## src/rtl/p2s_pkg.sv

```systemverilog
// Shared definitions for the serialiser blocks: FSM state encoding and a
// constant-evaluable ceil(log2) helper used for derived counter widths.
package p2s_pkg;

   typedef enum logic {
      ST_IDLE  = 1'b0,
      ST_SHIFT = 1'b1
   } p2s_state_e;

   function automatic int unsigned p2s_clog2(input int unsigned n);
      int unsigned r;
      r = 0;
      while ((32'd1 << r) < n) r++;
      return r;
   endfunction

endpackage

```

## src/rtl/p2s_holdreg.sv

```systemverilog
// Single-entry valid/ready holding register; pop frees the entry so the
// next word is accepted on the following edge.
module p2s_holdreg #(
   parameter int W = 16
) (
   input  logic         clk,
   input  logic         rst,
   input  logic [W-1:0] din,
   input  logic         din_valid,
   output logic         din_ready,
   input  logic         pop,
   output logic [W-1:0] data_out,
   output logic         full
);

   assign din_ready = !full;

   // Accept requires !full and pop requires full, so the two never collide.
   always_ff @(posedge clk) begin
      if (rst) begin
         full     <= 1'b0;
         data_out <= '0;
      end else if (din_valid && !full) begin
         full     <= 1'b1;
         data_out <= din;
      end else if (pop) begin
         full     <= 1'b0;
      end
   end

endmodule

```

## src/rtl/p2s_stream.sv

```systemverilog
// Parallel-to-serial converter: one-word holding buffer feeding a shifter
// that streams words back-to-back with frame sync on each first bit.
module p2s_stream
   import p2s_pkg::*;
#(
   parameter int DATA_W    = 16,
   parameter bit LSB_FIRST = 1'b0,
   parameter int CNT_W     = p2s_clog2(DATA_W)
) (
   input  logic              clk,
   input  logic              rst,
   input  logic [DATA_W-1:0] din,
   input  logic              din_valid,
   output logic              din_ready,
   output logic              dout,
   output logic              dout_valid,
   output logic              fs,
   output logic [CNT_W-1:0]  bit_cnt,
   output logic              busy,
   output logic              underrun
);

   localparam logic [CNT_W-1:0] LAST = CNT_W'(DATA_W - 1);

   p2s_state_e        state;
   logic [DATA_W-1:0] shreg;
   logic [DATA_W-1:0] shreg_nxt;
   logic [DATA_W-1:0] buf_data;
   logic              buf_full;
   logic              word_end;
   logic              pop;

   function automatic logic first_bit(input logic [DATA_W-1:0] w);
      return LSB_FIRST ? w[0] : w[DATA_W-1];
   endfunction

   assign word_end = (state == ST_SHIFT) && (bit_cnt == LAST);
   assign pop      = buf_full && ((state == ST_IDLE) || word_end);

   always_comb begin
      shreg_nxt = LSB_FIRST ? (shreg >> 1) : (shreg << 1);
   end

   p2s_holdreg #(.W(DATA_W)) u_hold (
      .clk       (clk),
      .rst       (rst),
      .din       (din),
      .din_valid (din_valid),
      .din_ready (din_ready),
      .pop       (pop),
      .data_out  (buf_data),
      .full      (buf_full)
   );

   always_ff @(posedge clk) begin
      if (rst) begin
         state      <= ST_IDLE;
         shreg      <= '0;
         dout       <= 1'b0;
         dout_valid <= 1'b0;
         fs         <= 1'b0;
         bit_cnt    <= '0;
         busy       <= 1'b0;
         underrun   <= 1'b0;
      end else begin
         underrun <= 1'b0;
         if (pop) begin
            // Load from the buffer: covers both IDLE start and seamless word chaining.
            state      <= ST_SHIFT;
            shreg      <= buf_data;
            dout       <= first_bit(buf_data);
            dout_valid <= 1'b1;
            fs         <= 1'b1;
            bit_cnt    <= '0;
            busy       <= 1'b1;
         end else begin
            case (state)
               ST_SHIFT: begin
                  if (word_end) begin
                     state      <= ST_IDLE;
                     shreg      <= '0;
                     dout       <= 1'b0;
                     dout_valid <= 1'b0;
                     fs         <= 1'b0;
                     bit_cnt    <= '0;
                     busy       <= 1'b0;
                     underrun   <= 1'b1;
                  end else begin
                     shreg   <= shreg_nxt;
                     dout    <= first_bit(shreg_nxt);
                     fs      <= 1'b0;
                     bit_cnt <= bit_cnt + CNT_W'(1);
                  end
               end
               default: begin
                  dout       <= 1'b0;
                  dout_valid <= 1'b0;
                  fs         <= 1'b0;
                  bit_cnt    <= '0;
                  busy       <= 1'b0;
               end
            endcase
         end
      end
   end

endmodule

```

## config.mk

```make
export PLATFORM = sky130hd
export DESIGN_NAME = p2s_stream
export DESIGN_NICKNAME = d
export VERILOG_FILES = /design/src/rtl/p2s_pkg.sv /design/src/rtl/p2s_holdreg.sv /design/src/rtl/p2s_stream.sv
export SDC_FILE = /design/constraint.sdc
export NUM_CORES = 1
export LEC_CHECK = 0
export ABC_AREA = 1
export BUFFER_PORTS_ARGS = -buffer_cell sky130_fd_sc_hd__buf_2
export CORE_MARGIN = 2
export CORE_UTILIZATION = 50
export CTS_CLUSTER_DIAMETER = 120
export DETAILED_ROUTE_END_ITERATION = 12
export GPL_TIMING_DRIVEN = 1
export PLACE_DENSITY = 0.86
export SLEW_MARGIN = 20
export SYNTH_ARGS = -nofsm -noshare
export SYNTH_HDL_FRONTEND = slang
export SYNTH_HIERARCHICAL = 1
export SYNTH_SLANG_ARGS = --single-unit
```

## constraint.sdc

```tcl
create_clock -name clk -period 1.3 [get_ports clk]
set_input_delay 0.065 -clock clk [delete_from_list [all_inputs] [get_ports clk]]
set_output_delay 0.065 -clock clk [all_outputs]
set_load 0.005 [all_outputs]
```

==> results_dict.tcl, run 1 <==
set metrics [dict create \
    min_to "u_hold/full" \
    route.met2.wl_um 1610 \
    pin_count 29 \
    clk_latency_ps 290 \
    cts_root_buf "clkbuf_8" \
    area_growth_pct 12.5 \
    final_common_cell "dfxtp_1" \
    layout_common_cells "dfxtp_1, nand3_1, nand2_1" \
    drive_gt1_share_pct 25.2 \
    ir_worst_vdd_mv 0.654 \
    end_kind "flop" \
    drv_slew 0 \
    r2r_slack_ps 50 \
    maxCapViolCount 0 \
    die_width_um 66.4 \
    start_util_pct 52.7 \
    synthCells 258 \
    status "completed" \
    min-delay-start "rst" \
    cts_buffers 5 \
    fin_tns_setup_ps 0 \
    worst_pin_slew_ps 458 \
    top_layer_used "met4" \
    route.met3.wl_um 193 \
    grt_overflow_total 0 \
    crit_type "flop to flop" \
    port-buffer-count 28 \
    startpoint_type "flop" \
    clock_sinks 41 \
    clkTransAtPathRegs_ps 70 \
    synth_seq_area_share_pct 42.2 \
    relSlewSlack_pct 69.4 \
    ys_warn_count 6 \
    hold-worst-slack_ps 48.6 \
    post_cts_buffers 0 \
    timing.final.ws_setup_ps 49.6 \
    cts_buffer_depth 2 \
    power-per-cell-area_nw_per_um2 1220 \
    drc 0 \
    syn_area_um2 1950 \
    syn_nets 278 \
    hold_viol 0 \
    setup_violations 0 \
    die_area_um2 4410 \
    yosysTopAreaCellShare_pct 42.2 \
    clock_skew_ps 2.72 \
    cts.htree.levels 2 \
    routedLengthMet1_um 1620 \
    syn_area_per_cell_um2 7.54 \
    reg2reg_to "shreg[2]" \
    gp_congestion 0.743 \
    die_height_um 66.4 \
    fin_crit_sh_pct 96.2 \
    drt_pass1_iterations 4 \
    drt-wirelength-per-cell_um 10.5 \
    arrival_ps 1470 \
    fin_nets 305 \
    leakage_nw 1.05 \
    place_ws_ps 25.1 \
    yosysUniqueCellTypes 26 \
    antenna_found_initial 0 \
    hpwl_um 2440 \
    cts_tree "done" \
    p_total_w 0.00266 \
    antenna_left 0 \
    fin_crit_ps 1250 \
    yosysTopAreaCell "dfxtp_1" \
    vias_per_cell 4.86 \
    grt_pass1_wl_um 6160 \
    ys_top_cells_by_area "dfxtp_1, nand3_1, nand2_1, nor2_1, inv_1" \
    antenna_cells 0 \
    row_count 22 \
    track_usage_pct 18.3 \
    cp_data_required_time_ps 1520 \
    dr_total_vias 1623 \
    min_path_type "primary input to flop" \
    design.core.area_um2 3690 \
    first_global_vias 1505 \
    reg2reg_depth 6 \
    grt_max_degree 29 \
    drt_iter0_markers 59 \
    r2r-start "bit_cnt[0]" \
    synth-seq-cells 41 \
    worst-path-max-fanout 9 \
    wirelength_um 3500 \
    fin_util_pct 59.3 \
    rsz0062_at_grt "yes" \
    hold-path-cell-count 2 \
    fmax_mhz 800 \
]
[worst max-delay path by stage]
stage                   to  startpoint  cells after the start
6_report          shreg[2]  bit_cnt[0]                      6
5_1_grt        u_hold/full  bit_cnt[1]                      8
4_1_cts           shreg[2]  bit_cnt[0]                      6
3_5_place_dp      shreg[2]  bit_cnt[0]                      6
3_3_place_gp   u_hold/full  bit_cnt[1]                      8
2_1_floorplan    shreg[10]  bit_cnt[0]                      7
[cell families (layout without fill, tap and decap cells)]
kind of cell | Yosys count | in the layout | share of synthesized area [%]
xor+xnor | 2 | 2 | 0.900
flops | 41 | 41 | 42.2
simple gates | 128 | 128 | 32.6
buf+inv | 55 | 83 | 14.0
compound gates | 31 | 31 | 9.71
fa+ha+maj | 1 | 1 | 0.643
[where the power goes]
part           total (W)  switching (W)  internal, W
Combinational   0.000451       0.000278     0.000173
Sequential       0.00143      0.0000681      0.00136
Clock           0.000781       0.000400     0.000381
[stage by stage]
stage                     std cells  instance area, um^2
after floorplan                 258                 1950
after global placement          326                 2100
after detailed placement        326                 2100
after CTS                       334                 2180
after global routing            334                 2190
final                           334                 2190
[layer usage]
| layer | vias up | GRT usage [%] |
|---|---|---|
| met5 | - | 0 |
| met4 | 0 | 8.67 |
| met3 | 4 | 5.79 |
| met2 | 46 | 29.8 |
| met1 | 713 | 21.9 |
| li1 | 860 | - |
[synthesized netlist by cell type]
cell type	instances
ha_1	1
clkinv_1	2
o21ai_0	13
nand4_1	1
clkbuf_1	1
nor4_1	1
a21oi_1	8
xnor2_1	1
buf_12	1
inv_2	5
o21ai_1	1
buf_4	3
dfxtp_1	41
nor2_4	2
nand2_2	1
buf_2	6
inv_1	33
nand3_1	37
buf_6	4
xor2_1	1
nand2_4	2
nor2_1	36
nand3_4	1
nand3_2	9
nand2_1	38
a21oi_2	9
[registers in the layout, summed over array words and instances, names as in the netlist]
signal	count
shreg	15
busy	1
state	1
u_hold/full	1
underrun	1
u_hold/data_out	16
dout	1
fs	1
bit_cnt	4
[worst max-delay path, cell delays in order, from the launching register on]
cell     delay, ps
dfxtp_1        360
ha_2           220
nand3_4        100
nand2_4        150
buf_12         150
nand3_1         70
a21oi_1        140
[area by class of cell]
cell class	instances	area [um^2]
clock buffer	8	80.1
multi-input combinational	162	858
timing repair buffer	35	218
fill	332	1500
tap	48	60.1
inverter	40	150
sequential	41	822
[repair_timing]
| item | 4_1_cts | 5_1_grt |
|---|---|---|
| pin swaps | 0 | 0 |
| gates resized for setup | 1 | 2 |
| hold buffers | 0 | 0 |
| setup endpoints to repair | 1 | 13 |
| cloned | 0 | 0 |
(Power assumes the default switching activity.)
==> run 2, diff against run 1 <==
- CTS_CLUSTER_SIZE: unset -> 25
- RECOVER_POWER: unset -> 100
- clock period: 1.3 -> 1.1 ns (I/O delays scaled with it)
==> results_dict.tcl, run 2 (synthesized netlist as in run 1, its figures left out) <==
set metrics [dict create \
    status "complete, but fails checks" \
    violations "negative setup slack" \
    final_common_cell "dfxtp_1" \
    cp_data_required_time_ps 1320 \
    largest_register_ffs 16 \
    antenna_left 0 \
    ir_worst_vdd_mv 0.926 \
    timing.final.ws_setup_ps -203 \
    wirelength_um 5040 \
    setup_violations 24 \
    startpoint_type "flop" \
    design.core.area_um2 3690 \
    drc 0 \
    reg2reg_depth 7 \
    drt_pass1_iterations 4 \
    min-delay-start "rst" \
    end_kind "flop" \
    reg2reg_to "shreg[1]" \
    rsz0062_at_grt "yes" \
    clkTransAtPathRegs_ps 80 \
    grt_overflow_total 0 \
    relSlewSlack_pct 70.2 \
    min_to "state" \
    cts_root_buf "clkbuf_8" \
    fin_crit_sh_pct 118 \
    min_path_type "primary input to flop" \
    crit_type "flop to flop" \
    layout_common_cells "dfxtp_1, nor2_1, nand2_1" \
    drv_slew 0 \
    drive_gt1_share_pct 44.0 \
    largestRegisters "u_hold/data_out x16, shreg x15, bit_cnt x4" \
    vias_per_cell 5.18 \
    power-per-cell-area_nw_per_um2 1440 \
    place_ws_ps -76.7 \
    cts_tree "done" \
    post_dp_cell_area_um2 2160 \
    fin_area_um2 2570 \
    start_util_pct 52.7 \
    die_area_um2 4410 \
    worst_pin_slew_ps 447 \
    leakage_nw 1.13 \
    instances_no_fill 346 \
    r2r_slack_ps -200 \
    dpl.cell_count 332 \
    dr_total_vias 1792 \
    fin_tns_setup_ps -2600 \
    fin_nets 317 \
    port-buffer-count 28 \
    hpwl_um 2550 \
    grt_max_degree 29 \
    first_global_vias 1571 \
    fmax_mhz 767 \
    row_count 22 \
    hold-path-cell-count 2 \
    cts_buffers 5 \
    worst-path-max-fanout 5 \
    hold_viol 0 \
    p_total_w 0.00369 \
    pin_count 29 \
    antenna_cells 0 \
    cts_hold_buf 0 \
    track_usage_pct 21.5 \
    die_height_um 66.4 \
    clock_sinks 41 \
    maxCapViolCount 0 \
    die_width_um 66.4 \
    drt-wirelength-per-cell_um 14.6 \
    antenna_found_initial 0 \
    clock_skew_ps 6.40 \
    gp_congestion 0.840 \
    drt_iter0_markers 93 \
    cts_buffer_depth 2 \
    clk_latency_ps 300 \
    fin_crit_ps 1300 \
    grt_pass1_wl_um 7070 \
    arrival_ps 1520 \
    r2r-start "bit_cnt[1]" \
    cts.htree.levels 2 \
    regMostFlops "u_hold/data_out" \
    area_growth_pct 32.0 \
]
## run 2: changes by cell type in the layout (fill, tap and decap cells not counted), sizes merged
cell    before  now
bufinv       0    1
nand2       41   42
buf         35   41
clkbuf       8   12
## run 2: cell type report
cell class / count / area, um^2
multi-input cells: 163 / 1080
well taps: 48 / 60.1
fillers: 272 / 1120
inverters: 40 / 155
clock buffers: 7 / 86.3
flip-flops and latches: 41 / 828
clock inverters: 1 / 30.0
repair buffers: 46 / 332
## run 2: metal layers
layer  global-route usage (%)  part of all wire, %  vias up
met4                     12.5                  3.0        0
met1                     25.3                   43      846
li1                         -                    -      888
met2                     35.5                   50       47
met5                        0                    0        -
met3                     5.11                  4.4       11
## run 2: power breakdown
group	internal [W]	leakage (nW)	switching (W)
sequential	0.00161	0.340	0.000122
clock	0.000739	0.0585	0.000502
combinational	0.000276	0.736	0.000438
total	0.00263	1.13	0.00106
## run 2: worst max-delay path by stage
stage,from,end,slack [ps],cells past startpoint
2_1_floorplan,bit_cnt[0],shreg[10],-20,7
3_3_place_gp,bit_cnt[1],shreg[3],-10,6
5_1_grt,bit_cnt[1],shreg[1],-270,7
6_report,bit_cnt[1],shreg[1],-200,7
3_5_place_dp,bit_cnt[1],u_hold/full,-80,8
4_1_cts,bit_cnt[0],shreg[12],-80,6
## run 2: worst max-delay path: stages, from the launching register on
cell     delay, ps
dfxtp_2        350
ha_4           170
nand3_4        160
buf_8          170
nand3_2         80
nand2_2         60
inv_1           50
a21oi_1        180
## run 2: what timing repair did
action	in CTS	in global routing
setup buffers	2	2
pin swaps	8	10
gates resized for setup	18	43
cloned	1	1
endpoints found under the setup margin	24	40
## run 2: stage by stage
step / util [%] / hold slack, ps
finish: 69.6 / 61.7
global route: 69.6 / 57.9
CTS: 64.2 / 42.9
detailed placement: 58.4 / 355
global placement: 58.4 / 341
floorplan: - / 117
